==> config.mk <==
export PLATFORM = sky130hd
export DESIGN_NAME = ota_bitstream_decimator_flat
export DESIGN_NICKNAME = d
export VERILOG_FILES = /design/src/rtl/ota_bitstream_decimator_pkg.sv /design/src/rtl/ota_bitstream_decimator_if.sv /design/src/rtl/ota_bitstream_decimator_bit_sync.sv /design/src/rtl/ota_bitstream_decimator.sv /design/src/flat_wrapper.sv
export SDC_FILE = /design/constraint.sdc
export NUM_CORES = 1
export LEC_CHECK = 0
export CAP_MARGIN = 20
export CORE_ASPECT_RATIO = 0.6
export CORE_MARGIN = 2
export CORE_UTILIZATION = 62
export CTS_CLUSTER_SIZE = 24
export DETAILED_ROUTE_END_ITERATION = 6
export PLACE_DENSITY = 0.8
export RECOVER_POWER = 100
export SETUP_SLACK_MARGIN = 0.5
export SLEW_MARGIN = 20
export SYNTH_ARGS = -nofsm -noshare
export SYNTH_HDL_FRONTEND = slang
export SYNTH_SLANG_ARGS = --single-unit
==> constraint.sdc <==
create_clock -name clk -period 7.64 [get_ports clk]
set_clock_uncertainty 0.15 [all_clocks]
set_input_delay 1.528 -clock clk [delete_from_list [all_inputs] [get_ports clk]]
set_output_delay 1.528 -clock clk [all_outputs]
set_load 0.01 [all_outputs]
==> src/rtl/ota_bitstream_decimator_pkg.sv <==
`default_nettype none
// +----------------------------------------------------------------------+
// | Module   : ota_pkg                                                    |
// | Purpose  : Shared types, constants and helpers for the OTA decimator  |
// | Revision : 1.0                                                        |
// +----------------------------------------------------------------------+
package ota_pkg;

  typedef enum logic [0:0] {
    IDLE = 1'b0,
    RUN  = 1'b1
  } state_e;

  localparam logic [1:0] WIN_32  = 2'd0;
  localparam logic [1:0] WIN_64  = 2'd1;
  localparam logic [1:0] WIN_128 = 2'd2;
  localparam logic [1:0] WIN_256 = 2'd3;

  localparam int OUT_MAX = 255;
  localparam int CNT_W   = 9;

  function automatic logic [CNT_W-1:0] win_len(input logic [1:0] win);
    return CNT_W'(32) << win;
  endfunction

  // Scale every window length up to a 256-sample equivalent, then clip.
  function automatic logic [7:0] normalise(input logic [CNT_W-1:0] cnt,
                                           input logic [1:0]       win);
    logic [CNT_W+2:0] shifted;
    shifted = {3'b000, cnt} << (2'd3 - win);
    return (shifted > (CNT_W+3)'(OUT_MAX)) ? 8'(OUT_MAX) : shifted[7:0];
  endfunction

endpackage
`default_nettype wire

==> src/rtl/ota_bitstream_decimator_if.sv <==
`default_nettype none
// +----------------------------------------------------------------------+
// | Module   : ota_bitstream_decimator_if                                 |
// | Purpose  : Result valid/ready readout bundle with producer/consumer   |
// | Revision : 1.0                                                        |
// +----------------------------------------------------------------------+
interface ota_bitstream_decimator_if #(
  parameter int OUT_W = 8
);
  logic [OUT_W-1:0] result;
  logic             result_valid;
  logic             result_ready;
  logic             overrun;

  modport master (output result, output result_valid, output overrun, input result_ready);
  modport slave  (input result, input result_valid, input overrun, output result_ready);
endinterface
`default_nettype wire

==> src/rtl/ota_bitstream_decimator_bit_sync.sv <==
`default_nettype none
// +----------------------------------------------------------------------+
// | Module   : bit_sync                                                   |
// | Purpose  : N-stage flop synchroniser, async active-low reset          |
// | Revision : 1.0                                                        |
// +----------------------------------------------------------------------+
module bit_sync #(
  parameter int STAGES = 2
) (
  input  wire logic clk,
  input  wire logic rst_n,
  input  wire logic d_i,
  output logic      q_o
);

  logic [STAGES-1:0] sync_q;

  always_ff @(posedge clk or negedge rst_n) begin
    if (!rst_n) begin
      sync_q <= '0;
    end else begin
      sync_q <= {sync_q[STAGES-2:0], d_i};
    end
  end

  assign q_o = sync_q[STAGES-1];

endmodule
`default_nettype wire

==> src/rtl/ota_bitstream_decimator.sv <==
`default_nettype none
// +----------------------------------------------------------------------+
// | Module   : ota_bitstream_decimator                                    |
// | Purpose  : Windowed ones-count of the OTA bitstream -> 8-bit level    |
// | Revision : 1.0                                                        |
// +----------------------------------------------------------------------+
module ota_bitstream_decimator
  import ota_pkg::*;
#(
  parameter int SYNC_STAGES = 2,
  parameter int OUT_W       = 8
) (
  input  wire logic       clk,
  input  wire logic       rst_n,
  input  wire logic       ena,
  input  wire logic       bit_in,
  input  wire logic       start,
  input  wire logic       cont,
  input  wire logic [1:0] win_sel,
  output logic            busy,
  ota_bitstream_decimator_if.master rd
);

  logic s_bit;

  bit_sync #(.STAGES(SYNC_STAGES)) u_sync (
    .clk   (clk),
    .rst_n (rst_n),
    .d_i   (bit_in),
    .q_o   (s_bit)
  );

  state_e           state_q, state_d;
  logic [1:0]       win_q, win_d;
  logic [CNT_W-1:0] samp_q, samp_d;
  logic [CNT_W-1:0] ones_q, ones_d;
  logic             done_q, done_d;
  logic [CNT_W-1:0] dcnt_q, dcnt_d;
  logic [1:0]       dwin_q, dwin_d;

  logic [CNT_W-1:0] samp_inc;
  logic [CNT_W-1:0] ones_inc;
  logic             last_sample;

  assign samp_inc    = samp_q + CNT_W'(1);
  assign ones_inc    = ones_q + CNT_W'(s_bit);
  assign last_sample = (samp_inc == win_len(win_q));

  always_comb begin
    state_d = state_q;
    win_d   = win_q;
    samp_d  = samp_q;
    ones_d  = ones_q;
    done_d  = 1'b0;
    dcnt_d  = dcnt_q;
    dwin_d  = dwin_q;
    case (state_q)
      IDLE: begin
        if (start) begin
          state_d = RUN;
          win_d   = win_sel;
          samp_d  = '0;
          ones_d  = '0;
        end
      end
      RUN: begin
        samp_d = samp_inc;
        ones_d = ones_inc;
        if (last_sample) begin
          // Final count is parked so counters can restart with no gap.
          done_d = 1'b1;
          dcnt_d = ones_inc;
          dwin_d = win_q;
          samp_d = '0;
          ones_d = '0;
          if (cont) begin
            win_d = win_sel;
          end else begin
            state_d = IDLE;
          end
        end
      end
      default: state_d = IDLE;
    endcase
  end

  always_ff @(posedge clk or negedge rst_n) begin
    if (!rst_n) begin
      state_q <= IDLE;
      win_q   <= '0;
      samp_q  <= '0;
      ones_q  <= '0;
      done_q  <= 1'b0;
      dcnt_q  <= '0;
      dwin_q  <= '0;
    end else if (ena) begin
      state_q <= state_d;
      win_q   <= win_d;
      samp_q  <= samp_d;
      ones_q  <= ones_d;
      done_q  <= done_d;
      dcnt_q  <= dcnt_d;
      dwin_q  <= dwin_d;
    end
  end

  logic [OUT_W-1:0] result_q, result_d;
  logic             valid_q, valid_d;
  logic             overrun_q, overrun_d;
  logic             xfer, load, accept;

  assign xfer   = valid_q && rd.result_ready;
  assign load   = ena && done_q;
  assign accept = load && (!valid_q || xfer);

  always_comb begin
    result_d  = result_q;
    valid_d   = valid_q;
    overrun_d = overrun_q;
    if (accept) begin
      result_d = normalise(dcnt_q, dwin_q);
      valid_d  = 1'b1;
    end else if (xfer) begin
      valid_d = 1'b0;
    end
    if (ena) begin
      if (load && !accept) begin
        overrun_d = 1'b1;
      end else if (xfer) begin
        overrun_d = 1'b0;
      end
    end
  end

  always_ff @(posedge clk or negedge rst_n) begin
    if (!rst_n) begin
      result_q  <= '0;
      valid_q   <= 1'b0;
      overrun_q <= 1'b0;
    end else begin
      result_q  <= result_d;
      valid_q   <= valid_d;
      overrun_q <= overrun_d;
    end
  end

  assign busy            = (state_q == RUN);
  assign rd.result       = result_q;
  assign rd.result_valid = valid_q;
  assign rd.overrun      = overrun_q;

endmodule
`default_nettype wire

==> src/flat_wrapper.sv <==
// flat-port wrapper written by rule: the top's interface ports become plain ports
module ota_bitstream_decimator_flat import ota_pkg::*;
#(
  parameter int SYNC_STAGES = 2,
  parameter int OUT_W       = 8
)
  (clk, rst_n, ena, bit_in, start, cont, win_sel, busy, rd_result, rd_result_valid, rd_overrun, rd_result_ready);
  ota_bitstream_decimator_if #(.OUT_W(OUT_W)) rd_i ();
  input  wire logic clk;
  input  wire logic rst_n;
  input  wire logic ena;
  input  wire logic bit_in;
  input  wire logic start;
  input  wire logic cont;
  input  wire logic [1:0] win_sel;
  output logic busy;
  output wire logic [$bits(rd_i.result)-1:0] rd_result;
  output wire logic [$bits(rd_i.result_valid)-1:0] rd_result_valid;
  output wire logic [$bits(rd_i.overrun)-1:0] rd_overrun;
  input wire logic [$bits(rd_i.result_ready)-1:0] rd_result_ready;
  assign rd_result = rd_i.result;
  assign rd_result_valid = rd_i.result_valid;
  assign rd_overrun = rd_i.overrun;
  assign rd_i.result_ready = rd_result_ready;
  ota_bitstream_decimator #(.SYNC_STAGES(SYNC_STAGES), .OUT_W(OUT_W)) u_core (.clk(clk), .rst_n(rst_n), .ena(ena), .bit_in(bit_in), .start(start), .cont(cont), .win_sel(win_sel), .busy(busy), .rd(rd_i));
endmodule
# Word level (Yosys, flattened, before mapping)
# Index checks and enable logic that the tools add are counted.
# word_totals
ff_bits,45
input_bits,9
word_cells,54
# classes
addsub,3
order_cmp,1
eq_ne,4
shifts,2
muxes,19
bitwise_logic,1
reduce_logical,13
# op_table
operator,count
$pmux 9 s2,2
$mux 9,3
$gt 12x8->1 const B,1
$shl 9x2->12,1
$add 9x1->9,1
$add 9x1->9 const B,1
$eq 9x9->1,1
$shl 6x2->9 const A,1
$mux 1,8
$mux 8,1
$mux 2,3
$ne 2x2->1 const B,3
$logic_and 1x1->1,4
$pmux 2 s2,1
$reduce_and 2->1,2
$reduce_and 4->1,1
$reduce_bool 2->1,2
$reduce_and 3->1,1
$logic_not 1->1,2
$pmux 1 s2,1
$sub 2x2->2 const A,1
$logic_or 1x1->1,1
$not 1->1,1

# Depth between registers and ports, before layout
# logic_depth
word_depth,7
ltp_mapped,8

# Hierarchy
# Synthesis repeated with hierarchy kept, for this count alone.
# unflattened
hier_cells,266
hier_area_um2,2597.5
# modules_own_cells
mod,n_inst,cells_each,area_each_um2,seq_area_each_um2
ota_bitstream_decimator,1,264,2547.4,1076.0
bit_sync,1,2,50.0,50.0

# Least setup slack after synthesis
# OpenSTA, ideal clock, no wires.
# synth_path
path_type,in2reg
start,input ena
end,register u_core.result_q[6] (netlist: u_core.rd.result[6])
arrival_time_ns,2.639
t_required_ns,7.413
path_slack_ns,4.773
cell_stages,6
path_buffers,2
path_cell_list,clkbuf_1 nand2_1 a21oi_1 clkbuf_1 nor2_1 a21oi_1
# synth_between
elab_chain_len,2
# synth_rtl
element,line,source
from (decl),flat_wrapper.sv:11,input wire logic ena;
$logic_and 1x1->1,ota_bitstream_decimator.sv:113,assign load = ena && done_q;
$logic_and 1x1->1,ota_bitstream_decimator.sv:114,assign accept = load && (!valid_q || xfer);
to (signal assigned),ota_bitstream_decimator.sv:141,result_q <= result_d;
to (decl),ota_bitstream_decimator.sv:107,"logic [OUT_W-1:0] result_q, result_d;"
# No other way between the ends.
# A chain may end at the register's enable or synchronous reset.

# Worst setup path after layout
# layout_path
start,input ena
end,register u_core.dcnt_q[5]
# layout_between
elab_chain_len,1
# layout_rtl
element,line,source
$reduce_and 3->1 (no line),--,
to (signal assigned),ota_bitstream_decimator.sv:102,dcnt_q <= dcnt_d;
to (decl),ota_bitstream_decimator.sv:38,"logic [CNT_W-1:0] dcnt_q, dcnt_d;"
# No other way between the ends.

==> metrics.yaml <==
status: "complete, but fails checks"
violations: "max-capacitance violations, max-slew violations"
arrival_ns: 3.95
setup_ws_ns: 3.73
wl_per_cell_um: 17.0
drt_iter0_markers: 211
clk_latency_ns: 0.30
slew_violations: 46
synthFlopType: "dfrtp_1"
dieWidth_um: 84.8
io_pins: 20
hold_path_class: "reg -> reg"
finalHoldViolations: 0
grtUsageMet1: 0.401
drt_first_pass_iters: 4
cts_setup_buffers: 0
gp_congestion: 0.868
worst_pin_slew_ns: 2.40
synth_seq_area_share: 0.463
leakagePower_nw: 1.14
grt_util_met3: 0.0724
syn_area_per_cell_um2: 10.4
period_share: 0.512
coreArea_um2: 3720
power_density_nw_per_um2: 318
cts_buffers: 5
post-place-ws_ns: 4.00
numPortBuffers: 19
synth_edf_count: 0
ys.warnings.count: 0
dp_hpwl_um: 3570
worst_setup_path_start_kind: "input pin"
maxCapViolations: 1
finalNonFillerCells: 299
worst_path_max_delay_cell: "dlygate4sd3_1"
rrSetupSlack_ns: 4.44
die-area_um2: 4450
cp.required_ns: 7.68
ant_nets: 0
die-height_um: 52.5
antenna_found_initial: 0
grt_max_degree: 46
critPathCaptureType: "flop"
seq_area_um2: 1130
dp.cells: 291
avgViaCountPerCell: 6.33
ys_types: 50
peakVddDrop_uv: 230
cts_tree: "built"
async_reset_ff_frac: 1.00
synth-seq-cells: 45
clock.fmax_mhz: 256
syn_nets: 245
multiInputGateArea_um2: 1180
clockRootBuffer: "clkbuf_8"
grt_pass1_vias: 1762
cts_resized: 0
cts_hold_buffers: 0
filler_cell_count: 279
rsz0062_at_grt: "false"
grt_overflow: 0
drive_above_1_share: 0.0873
wl_um: 5080
path_clk_slew_ns: 0.09
cts_sinks: 45
syn-cell-area_um2: 2430
via_count: 1892
final_nets: 263
area_growth_pct: 10.2
min_period_ns: 3.91
drc: 0
fp-row-count: 17
use_met2: 0.356
antenna_cells: 0
cp_slowest_stage_delay_ns: 0.73
busiest_layer: "met1"
crit_fanout: 12
cts-htree-levels: 2
start_util: 0.653
finalSetupViolCount: 0
worstSetupPathType: "in -> reg"
track_usage: 0.260
relSlewSlack: -0.600
netlist_instances: 233
timing.setup.tns_ns: 0
cts_buffer_depth: 2
whs_ns: 0.208
grt_pass1_wl_um: 8710
crit_path_cell_trace: "dlygate4sd3_1, and2_0, nand3_1, mux2_1"
-- registers in the layout, summed over array words and instances, names as in the netlist --
register / count
u_core.u_sync.sync_q: 2
u_core.rd.result: 8
u_core.win_q: 2
u_core.done_q: 1
u_core.ones_q: 9
u_core.dcnt_q: 9
u_core.dwin_q: 2
u_core.busy: 1
u_core.rd.result_valid: 1
u_core.rd.overrun: 1
u_core.samp_q: 9
-- stage by stage --
stage          utilization  power, mW  area (µm²)
6_report             0.720      0.853        2680
5_1_grt              0.720      0.915        2680
4_1_cts              0.733      0.883        2730
3_5_place_dp         0.709      0.730        2640
3_3_place_gp         0.709      0.718        2640
2_1_floorplan            -      0.611        2430
-- worst paths after layout --
check,start,end,depth (start not counted)
min reg2reg,u_core.u_sync.sync_q[0],u_core.u_sync.sync_q[1],0
max in group asynchronous,rst_n,u_core.samp_q[4],1
min in group asynchronous,rst_n,u_core.samp_q[1],1
min,u_core.u_sync.sync_q[0],u_core.u_sync.sync_q[1],0
max reg2reg,u_core.samp_q[0],u_core.dwin_q[1],7
max,ena,u_core.dcnt_q[5],4
-- power breakdown --
group / switching [mW] / total [mW] / internal [mW]
Clock: 0.0862 / 0.151 / 0.0650
Combinational: 0.151 / 0.304 / 0.153
Sequential: 0.0871 / 0.398 / 0.310
Total: 0.324 / 0.853 / 0.529
-- cell usage after synthesis, types with 2 or more instances --
cell type  instances  area [µm²]
nand3_1            8        40.0
dfrtp_1           45        1130
xnor2_1            8        70.1
mux2_2             3        33.8
a211o_1            2        17.5
nor3_1             4        20.0
o211ai_1           4        30.0
clkbuf_1           6        22.5
a21oi_1           14        70.1
ha_1               3        37.5
xor2_1             3        26.3
a31oi_1            5        31.3
inv_1             10        37.5
o21ai_0           13        65.1
mux2_4             7         105
mux2i_1            4        40.0
mux4_2             4        90.1
nand4_1            3        18.8
o21a_1             4        30.0
a32o_1             9        90.1
nor2_1            21        78.8
o221ai_1           3        26.3
nand2_1           23        86.3
-- routing by layer --
layer,share of wire,vias up
met5,0,-
met4,0.011,0
met3,0.080,9
met2,0.40,70
met1,0.51,917
li1,-,896
-- cell usage in the layout, fill, tap and decap left out, types with 5 or more instances in the layout --
cell type / count
clkdlybuf4s50_1: 5
o21ai_0: 15
nand3_1: 9
clkbuf_8: 5
inv_1: 10
xnor2_1: 8
a21oi_1: 14
a31oi_1: 5
a32o_1: 9
nand2_1: 23
nor2_1: 21
dfrtp_1: 45
mux2_1: 7
dlygate4sd3_1: 13
-- logic make-up (layout without fill, tap and decap cells) --
group,after synthesis,after routing,synth area share
buf+inv,19,38,0.0329
simple gates,75,75,0.160
mux,18,18,0.111
xor+xnor,11,11,0.0396
flops,45,45,0.463
fa+ha+maj,3,3,0.0154
compound gates,62,62,0.179
-- critical path, delay by kind of cell --
family        cells  cell delay, ns
simple gates      2            1.17
buf+inv           1            0.73
mux               1            0.51
-- cell type report --
class,instances,share of cell area
clock buffers,5,0.0257
clock inverters,3,0.00794
multi-input cells,169,0.440
inverters,10,0.0140
repair buffers,20,0.0700
flip-flops and latches,45,0.420
well taps,47,0.0219
Note: power is estimated with default switching activity, not from simulation.
==> patch (same settings) <==
`SYNC_STAGES` is set to 2 in 2 places; all go to 4.
--- a/src/rtl/ota_bitstream_decimator.sv
+++ b/src/rtl/ota_bitstream_decimator.sv
@@ -8,5 +8,5 @@
   import ota_pkg::*;
 #(
-  parameter int SYNC_STAGES = 2,
+  parameter int SYNC_STAGES = 4,
   parameter int OUT_W       = 8
 ) (
--- a/src/flat_wrapper.sv
+++ b/src/flat_wrapper.sv
@@ -2,5 +2,5 @@
 module ota_bitstream_decimator_flat import ota_pkg::*;
 #(
-  parameter int SYNC_STAGES = 2,
+  parameter int SYNC_STAGES = 4,
   parameter int OUT_W       = 8
 )
Check against the original RTL: no difference found for any inputs over 10 cycles, from zero or initial values and one cycle with rst_n low; that may be too few to reach the edited logic, so the function may still have changed.
==> patch against the unedited design <==
- the run still ends with max-capacitance violations, max-slew violations left
- fmax shrank 9.2%
- final area grew 2.7%
- worst setup slack worse by 400 ps
- synthesized area rose by 3.7%
- routed wire length fell by 1.1%
- core utilization increased by 0.70 points
- total power down 21%
- sequential cell count grew 2
- via count increased by 2.5%
- sequential share of layout area rose by 0.71 points
==> patch: results (changes against the unedited design) <==
Place
  • Placed Area: 0.00268 mm² (+1.4%)
  • Place WS: 3760 ps (-246 ps)
  • HPWL Detailed: 3570 µm (about the same)
  • Gp weighted congestion: 0.921 (+6.1%)

Worst setup path
  • R2R Path End: u_core.ones_q[2]
  • Largest fanout on the critical path: 16 (+4)
  • Critical path startpoint: start
  • CP endpoint: u_core.win_q[1]

Detailed routing
  • Metal2 WL: 1930 µm (-4.1%)
  • WL final: 5030 µm (-1.1%)
  • Routed wl met3: 437 µm (+7.9%)
  • 1st-iter DRT viols: 141 (-33%)
  • Met1 wire length: 2590 µm (-0.58%)

Worst hold path
  • Hold Crit Endpoint: u_core.u_sync.sync_q[3]

Yosys
  • Synth Instances: 249 (+6.9%)
  • Syn nets: 261 (+6.5%)
  • Commonest cells post-synth: dfrtp_1 (47), nor2_1 (35), a21oi_1 (20), nand2_1 (17), a22o_1 (11)
  • Dominant cells by area after synthesis: dfrtp_1 (47%), nor2_1 (5.2%), a21oi_1 (4.0%)

Finish
  • Final Core Density: 72.7% (+0.70 points)
  • Clk cell area share: 3.18% (-0.18 points)
  • Clock buffers: 6 (+1)
  • Multi-input logic cell count: 180 (+6.5%)
  • # nets final: 273 (+3.8%)
  • Sequential share of cell area: 42.7% (+0.71 points)
  • FILL cells: 293 (+5.0%)
  • Non-clock inverter count: 8 (-2)
  • Non-clock buffer count: 19 (-5.0%)

Power
  • Lkg Pwr: 1.28 nW (+12%)

GRT
  • Met2 Usage GRT: 32.6% (-3.0 points)
  • Largest net degree at the start of global routing: 48 (+4.3%)
  • All-Layer GR Usage: 24.5% (-1.5 points)

Outcome
  • Status: complete, but fails checks
  • Failing checks: max-capacitance violations, max-slew violations

STA
  • Slew Viols, Final: 65 (+41%)
  • Max Clk Rate: 0.232 GHz (-9.2%)

Run
  • MaxCap Viol Count: 2 (+1)
## patch: cell types whose count changed in the layout (fill, tap and decap cells not counted), moves of 5 or more
cell     before  now
a21oi_1      14   21
a22o_1        0   11
a32o_1        9    0
mux2_1        7    1
nand2_1      23   17
nor2_1       21   35
o21ai_0      15   10
xnor2_1       8    3
## patch: cells by family (layout without fill, tap and decap cells)
group,after synthesis,in the layout,share of synthesized area [%]
XOR/XNOR,8,8,2.78
AND/OR/NAND/NOR,83,83,16.2
multiplexers,16,16,8.89
adder cells (fa/ha/maj),3,3,1.49
buffers and inverters,22,34,4.67
AO/OA/AOI/OAI,70,70,19.3
flip-flops,47,47,46.7
## patch: where the power goes
part / switching, mW / internal (mW)
registers: 0.0665 / 0.288
logic: 0.0886 / 0.0860
clock network: 0.0774 / 0.0710
total: 0.232 / 0.445
## patch: worst max-delay path: stages
cell,delay (ps)
dlygate4sd3_1,570
o21ai_0,1460
nor2_1,150
a31o_1,290
a221o_1,340
